[src/rtl/mult_cdb_buffer.sv]
// Completion buffer between the pipelined multiplier and the CDB arbiter.
// In-order FIFO of finished multiplies; back-pressures the multiplier via mult_avail.
module mult_cdb_buffer #(
    parameter int DEPTH  = 4,
    parameter int DATA_W = 32,
    parameter int ROBN_W = 5,
    parameter int PRN_W  = 6,
    parameter int CNT_W  = $clog2(DEPTH) + 1
) (
    input  logic              clock,
    input  logic              reset,
    input  logic              flush,
    input  logic              mult_done,
    input  logic [DATA_W-1:0] mult_result,
    input  logic [ROBN_W-1:0] mult_robn,
    input  logic [PRN_W-1:0]  mult_dest_prn,
    output logic              mult_avail,
    output logic              cdb_req,
    output logic [DATA_W-1:0] cdb_value,
    output logic [ROBN_W-1:0] cdb_robn,
    output logic [PRN_W-1:0]  cdb_dest_prn,
    input  logic              cdb_grant,
    output logic [CNT_W-1:0]  count,
    output logic [31:0]       stall_cycles
);

    localparam int PTR_W = $clog2(DEPTH);
    localparam logic [CNT_W-1:0] FULL_CNT = CNT_W'(DEPTH);

    logic [DATA_W-1:0] value_mem_q [DEPTH];
    logic [ROBN_W-1:0] robn_mem_q  [DEPTH];
    logic [PRN_W-1:0]  prn_mem_q   [DEPTH];

    logic [PTR_W-1:0] head_q, head_d;
    logic [PTR_W-1:0] tail_q, tail_d;
    logic [CNT_W-1:0] count_q, count_d;
    logic [31:0]      stall_q, stall_d;

    logic enq;
    logic deq;

    always_comb begin
        deq        = cdb_grant & cdb_req;
        mult_avail = flush | (count_q < FULL_CNT) | deq;
        enq        = mult_done & mult_avail & ~flush;
    end

    // Payload is forced to zero when empty so stale storage never leaks onto the CDB.
    always_comb begin
        cdb_req      = (count_q != '0);
        cdb_value    = '0;
        cdb_robn     = '0;
        cdb_dest_prn = '0;
        if (cdb_req) begin
            cdb_value    = value_mem_q[head_q];
            cdb_robn     = robn_mem_q[head_q];
            cdb_dest_prn = prn_mem_q[head_q];
        end
    end

    always_comb begin
        head_d  = head_q;
        tail_d  = tail_q;
        count_d = count_q;
        stall_d = stall_q;
        if (!mult_avail && (stall_q != '1)) begin
            stall_d = stall_q + 32'd1;
        end
        if (flush) begin
            head_d  = '0;
            tail_d  = '0;
            count_d = '0;
        end else begin
            if (enq) begin
                tail_d = tail_q + PTR_W'(1);
            end
            if (deq) begin
                head_d = head_q + PTR_W'(1);
            end
            if (enq && !deq) begin
                count_d = count_q + CNT_W'(1);
            end else if (deq && !enq) begin
                count_d = count_q - CNT_W'(1);
            end
        end
    end

    always_ff @(posedge clock or negedge reset) begin
        if (!reset) begin
            head_q  <= '0;
            tail_q  <= '0;
            count_q <= '0;
            stall_q <= '0;
        end else begin
            head_q  <= head_d;
            tail_q  <= tail_d;
            count_q <= count_d;
            stall_q <= stall_d;
        end
    end

    // When full with a same-cycle grant, tail equals head, so the write lands in the freed slot.
    always_ff @(posedge clock) begin
        if (enq) begin
            value_mem_q[tail_q] <= mult_result;
            robn_mem_q[tail_q]  <= mult_robn;
            prn_mem_q[tail_q]   <= mult_dest_prn;
        end
    end

    assign count        = count_q;
    assign stall_cycles = stall_q;

endmodule

[config.mk]
export PLATFORM = sky130hd
export DESIGN_NAME = mult_cdb_buffer
export DESIGN_NICKNAME = d
export VERILOG_FILES = /design/src/rtl/mult_cdb_buffer.sv
export SDC_FILE = /design/constraint.sdc
export NUM_CORES = 1
export LEC_CHECK = 0
export BUFFER_PORTS_ARGS = -buffer_cell sky130_fd_sc_hd__buf_2
export CAP_MARGIN = 20
export CORE_ASPECT_RATIO = 0.6
export CORE_MARGIN = 4
export CORE_UTILIZATION = 57
export CTS_CLUSTER_DIAMETER = 50
export DETAILED_ROUTE_END_ITERATION = 10
export PLACE_DENSITY_LB_ADDON = 0.12
export SLEW_MARGIN = 20
export SYNTH_ARGS = -nofsm -noshare
export SYNTH_HDL_FRONTEND = slang
export SYNTH_SLANG_ARGS = --single-unit
[constraint.sdc]
create_clock -name clock -period 3.4 [get_ports clock]
set_clock_uncertainty 0.05 [all_clocks]
set_input_delay 0.68 -clock clock [delete_from_list [all_inputs] [get_ports clock]]
set_output_delay 0.68 -clock clock [all_outputs]
set_load 0.01 [all_outputs]
Word-level counts from Yosys, hierarchy flattened. Memory sizes are Yosys's and may differ from the RTL's. Cells that the tools add are included.

Register bits: 39. Bits in latches: 0. Memory bits (writable): 172. Memory bits (read-only): 0. Bits of input ports: 48. Output and inout bits: 80. Word-level logic and storage cells: 42. Memories kept: 3.

Add/subtract/negate cells: 5. Multipliers: 0. Divide/modulo/power cells: 0. $lt $le $gt $ge: 1. Equal/unequal tests: 1. Shift-type cells: 0. Multiplexer cells: 12. Bitwise gates (word level): 6. Reduce and logical (&&, ||, !) cells: 10.

Memories: value_mem_q (words 4, width 32, read ports 1, clocked after memory_dff 0, write ports 1, line 30) `logic [DATA_W-1:0] value_mem_q [DEPTH];`; prn_mem_q (words 4, width 6, read ports 1, clocked after memory_dff 0, write ports 1, line 32) `logic [PRN_W-1:0] prn_mem_q [DEPTH];`; robn_mem_q (words 4, width 5, read ports 1, clocked after memory_dff 0, write ports 1, line 31) `logic [ROBN_W-1:0] robn_mem_q [DEPTH];`.

Operators by type and width (count): adder 32 x 1 -> 32 bit, second input constant (1); two-way mux 32 bit (1); inequality test 32 bit, second input constant (1); two-way mux 3 bit (3); two-way mux 2 bit (4); two-way mux 6 bit (1); nonzero test 3 bit (2); two-way mux 5 bit (1); adder 2 x 1 -> 2 bit, second input constant (2); nonzero test 2 bit (2); adder 3 x 1 -> 3 bit, second input constant (1); AND 1 bit (3); logical AND 1 bit (3); logical NOT 1 bit (3); < comparator 3 bit, second input constant (1); subtractor 3 x 1 -> 3 bit, second input constant (1); two-way mux 1 bit (2); OR 1 bit (2); NOT 1 bit (1).

Depth between registers and ports, before layout.
Word-level depth: 10. Depth in mapped cells: 11. Gate-level depth less buffers: 9.

Least setup slack after synthesis. Ideal clock, no wire load.

Path type: input to register. From: in flush. To: mem prn_mem_q[0][0] (enable). Setup time: 0.405 ns. Arrival time: 2.384 ns. Required time: 2.945 ns. Slack: 0.561 ns. Stages on the path: 6. Buffers on the path: 2. Path through: buf_6 > or3b_1 > buf_6 > nand2_1 > nor2_1 > and2_1.

Longest elaborated chain between the ends: 6. Elaborated cells between the ends (all ways): 7. Those cells by class: mux: 2; bitwise: 5.

RTL lines: from (decl) (line 12) `input logic flush,`; OR 1 bit (2 in series) (line 44) `mult_avail = flush | (count_q < FULL_CNT) | deq;`; via mult_avail (line 17) `output logic mult_avail,`; AND 1 bit (2 in series) (line 45) `enq = mult_done & mult_avail & ~flush;`; two-way mux 1 bit (line 104) `if (enq) begin`; two-way mux 1 bit (implied by the code) (line 107) `prn_mem_q[tail_q] <= mult_dest_prn;`; to (decl) (line 32).

The timed path passes the listed nets, and every way through them passes these cells.

Worst setup path after layout.
From: reg head_q[0]. To: out cdb_value[24].

Longest elaborated chain between the ends: 2.

RTL lines: from (decl) (line 34) `logic [PTR_W-1:0] head_q, head_d;`; from (signal assigned) (line 90) `head_q <= '0;`; from (signal assigned) (line 95) `head_q <= head_d;`; memory (4 x 32 bit); two-way mux 32 bit (line 54) `if (cdb_req) begin`; to (decl) (line 19) `output logic [DATA_W-1:0] cdb_value,`.

No other way between the ends.

==> results.sh <==
export IMPL_status="finished clean"
export IMPL_die_x_um=166
export IMPL_synth_edf_count=172
export IMPL_fillCellCount=968
export IMPL_grt_pass1_vias=4747
export IMPL_syn_num_nets=517
export IMPL_grt_ovfl_total=0
export IMPL_htreeDepth=1
export IMPL_grt_pass1_wl_mm=26.0
export IMPL_synthTopCellsByArea="edfxtp_1, mux4_2, dfrtp_1, and2_1, xnor2_1"
export IMPL_insertion_delay_ns=0.47
export IMPL_core_area_um2=14600
export IMPL_io_pins=128
export IMPL_maxCapViolations=0
export IMPL_netlist_area_um2=8570
export IMPL_grt_use_total_pct=19.6
export IMPL_area_delta_synth_final_pct=17.9
export IMPL_cts_setup_buffers=0
export IMPL_period_share_pct=87.8
export IMPL_cp_end_kind="output pin"
export IMPL_p_comb_share_pct=21.8
export IMPL_crit_path_start_kind="register"
export IMPL_crit_fanout=12
export IMPL_synthDistinctLibCells=44
export IMPL_tns_ns=0
export IMPL_nNetsFinal=658
export IMPL_dieHeight_um=103
export IMPL_crit_required_ns=2.67
export IMPL_switchingPower_w=0.00168
export IMPL_cts_tree="done"
export IMPL_gp_congestion=0.840
export IMPL_post_route_drc_count=0
export IMPL_crit_slowest_cell="dfrtp_4"
export IMPL_vias_per_cell=5.63
export IMPL_synth_ff_type="edfxtp_1"
export IMPL_yosysWarnings=0
export IMPL_post_place_ws_ns=0.448
export IMPL_routed_wl_mm=16.5
export IMPL_start_util_pct=58.7
export IMPL_p_seq_share_pct=46.7
export IMPL_row_count=34
export IMPL_setup_violations=0
export IMPL_internal_power_w=0.00478
export IMPL_wl_per_cell_um=20.3
export IMPL_vias=4587
export IMPL_ys_seq_area_share_pct=71.6
export IMPL_async_reset_ff_share_pct=18.5
export IMPL_synth_top_cell_area_share_pct=60.3
export IMPL_grt_max_degree=46
export IMPL_port_buffers=127
export IMPL_syn_inst=463
export IMPL_final_common_cell="edfxtp_1"
export IMPL_fmax_ghz=0.335
export IMPL_grt_antenna_before_repair=3
export IMPL_cts_root_buffer="clkbuf_16"
export IMPL_peakVddDrop_v=0.000392
export IMPL_postRouteAntennaNets=0
export IMPL_cts_sinks=211
export IMPL_period_minus_slack_ns=2.98
export IMPL_cts_resized=0
export IMPL_drive_gt1_share_pct=37.2
export IMPL_cts_buffers=19
export IMPL_p_sw_share_pct=26.0
export IMPL_crit_arrival_ns=2.25
export IMPL_p_clk_share_pct=31.4
export IMPL_final_cell_mix="edfxtp_1, buf_2, and2_1, mux4_2, dfrtp_1"
export IMPL_crit_type="reg2out"
export IMPL_dpl_hpwl_mm=10.3
export IMPL_die_area_um2=17100
export IMPL_clk_path_buf_depth=3
export IMPL_synth_top_area_cell="edfxtp_1"
export IMPL_cts_clk_slew_worst_paths_ns=0.06
export IMPL_fin_ws_ns=0.416
export IMPL_path_cells="buf_4, mux4_2, and2_1, buf_2"
export IMPL_power_density_nw_per_um2=639
export IMPL_drv_slew=0
export IMPL_finalHoldViolCount=0
export IMPL_slew_headroom_pct=42.0
export IMPL_synth_area_per_cell_um2=18.5
export IMPL_ys_seq_elements=211
export IMPL_first_iter_violations=303
export IMPL_drtPass1Iterations=4
export IMPL_hold_buffers=0
export IMPL_tightest_slew_ns=0.870
export IMPL_hold_path_class="in2async"
export IMPL_critPathMaxStageDelay_ns=0.58
export IMPL_p_leak_nw=3.81
export IMPL_rsz0062_at_grt="no"
## synthesized netlist by cell type (6+ instances only)
master,n
and2_1,49
nand4_1,11
nand2_1,14
inv_1,6
nand3_1,14
xnor2_1,21
nor2_1,17
clkbuf_1,10
xor2_1,13
dfrtp_1,39
edfxtp_1,172
mux4_2,44
## critical path: cells and delay by family (launching register included)
kind	cells	cell delay, ns
DFF	1	0.58
muxes	1	0.56
and+or+nand+nor	1	0.18
buffers and inverters	2	0.44
## power by group through the flow
stage / sequential [W] / clock [W] / combinational (W)
2_1_floorplan: 0.00303 / 0 / 0.000910
3_3_place_gp: 0.00307 / 0 / 0.00141
3_5_place_dp: 0.00307 / 0 / 0.00144
4_1_cts: 0.00302 / 0.00207 / 0.00144
5_1_grt: 0.00303 / 0.00220 / 0.00154
6_report: 0.00302 / 0.00203 / 0.00141
## through the flow
| step | area (um2) | util (%) | hold slack [ns] | cells | power (W) |
|---|---|---|---|---|---|
| 2_1_floorplan | 8570 | - | 0.334 | 463 | 0.00394 |
| 3_3_place_gp | 9520 | 65.2 | 0.426 | 781 | 0.00447 |
| 3_5_place_dp | 9520 | 65.2 | 0.430 | 781 | 0.00451 |
| 4_1_cts | 10100 | 69.2 | 0.294 | 814 | 0.00654 |
| 5_1_grt | 10100 | 69.2 | 0.339 | 814 | 0.00677 |
| 6_report | 10100 | 69.3 | 0.269 | 815 | 0.00646 |
## worst paths after layout
check                                      to  slack, ns  depth (start not counted)              from
hold reg to reg              stall_cycles[12]       0.44                          1  stall_cycles[12]
setup / recovery                cdb_value[24]       0.42                          4         head_q[0]
min in group clock         value_mem_q[2][28]       0.37                          1   mult_result[28]
setup reg to reg                     count[2]       0.81                          9          count[2]
hold / removal                stall_cycles[7]       0.27                          1             reset
max in group asynchronous           head_q[0]       2.39                          1             reset
## cell type report
type                    instances  area [um2]  area share [%]
well taps                     198         248            2.45
inverters                       6        22.5           0.223
multi-input cells             228        2320            23.0
diodes                          1        2.50          0.0248
clock inverters                 3        38.8           0.384
clock buffers                  30         547            5.41
flip-flops and latches        211        6150            60.8
repair buffers                138         781            7.73
## metal layers
layer	global-route usage (%)	vias up	routed length (um)
met5	0	-	35
met4	3.83	6	195
met3	4.90	23	1240
met2	31.3	161	7750
met1	28.5	2320	7320
li1	-	2077	-
## sequential cells by signal, indices dropped and copies added, names as in the netlist
signal and cells:
head_q 2, robn_mem_q 20, tail_q 2, stall_cycles 32
value_mem_q 128, prn_mem_q 24, count 3
## cells by family after synthesis
family / Yosys count / synth area share [%]
compound gates: 9 / 1.05
xor+xnor: 34 / 3.47
fa+ha+maj: 6 / 0.963
buf+inv: 24 / 1.34
flops: 211 / 71.6
mux: 47 / 11.9
simple gates: 132 / 9.60
Power figures use the tool's default switching activity.
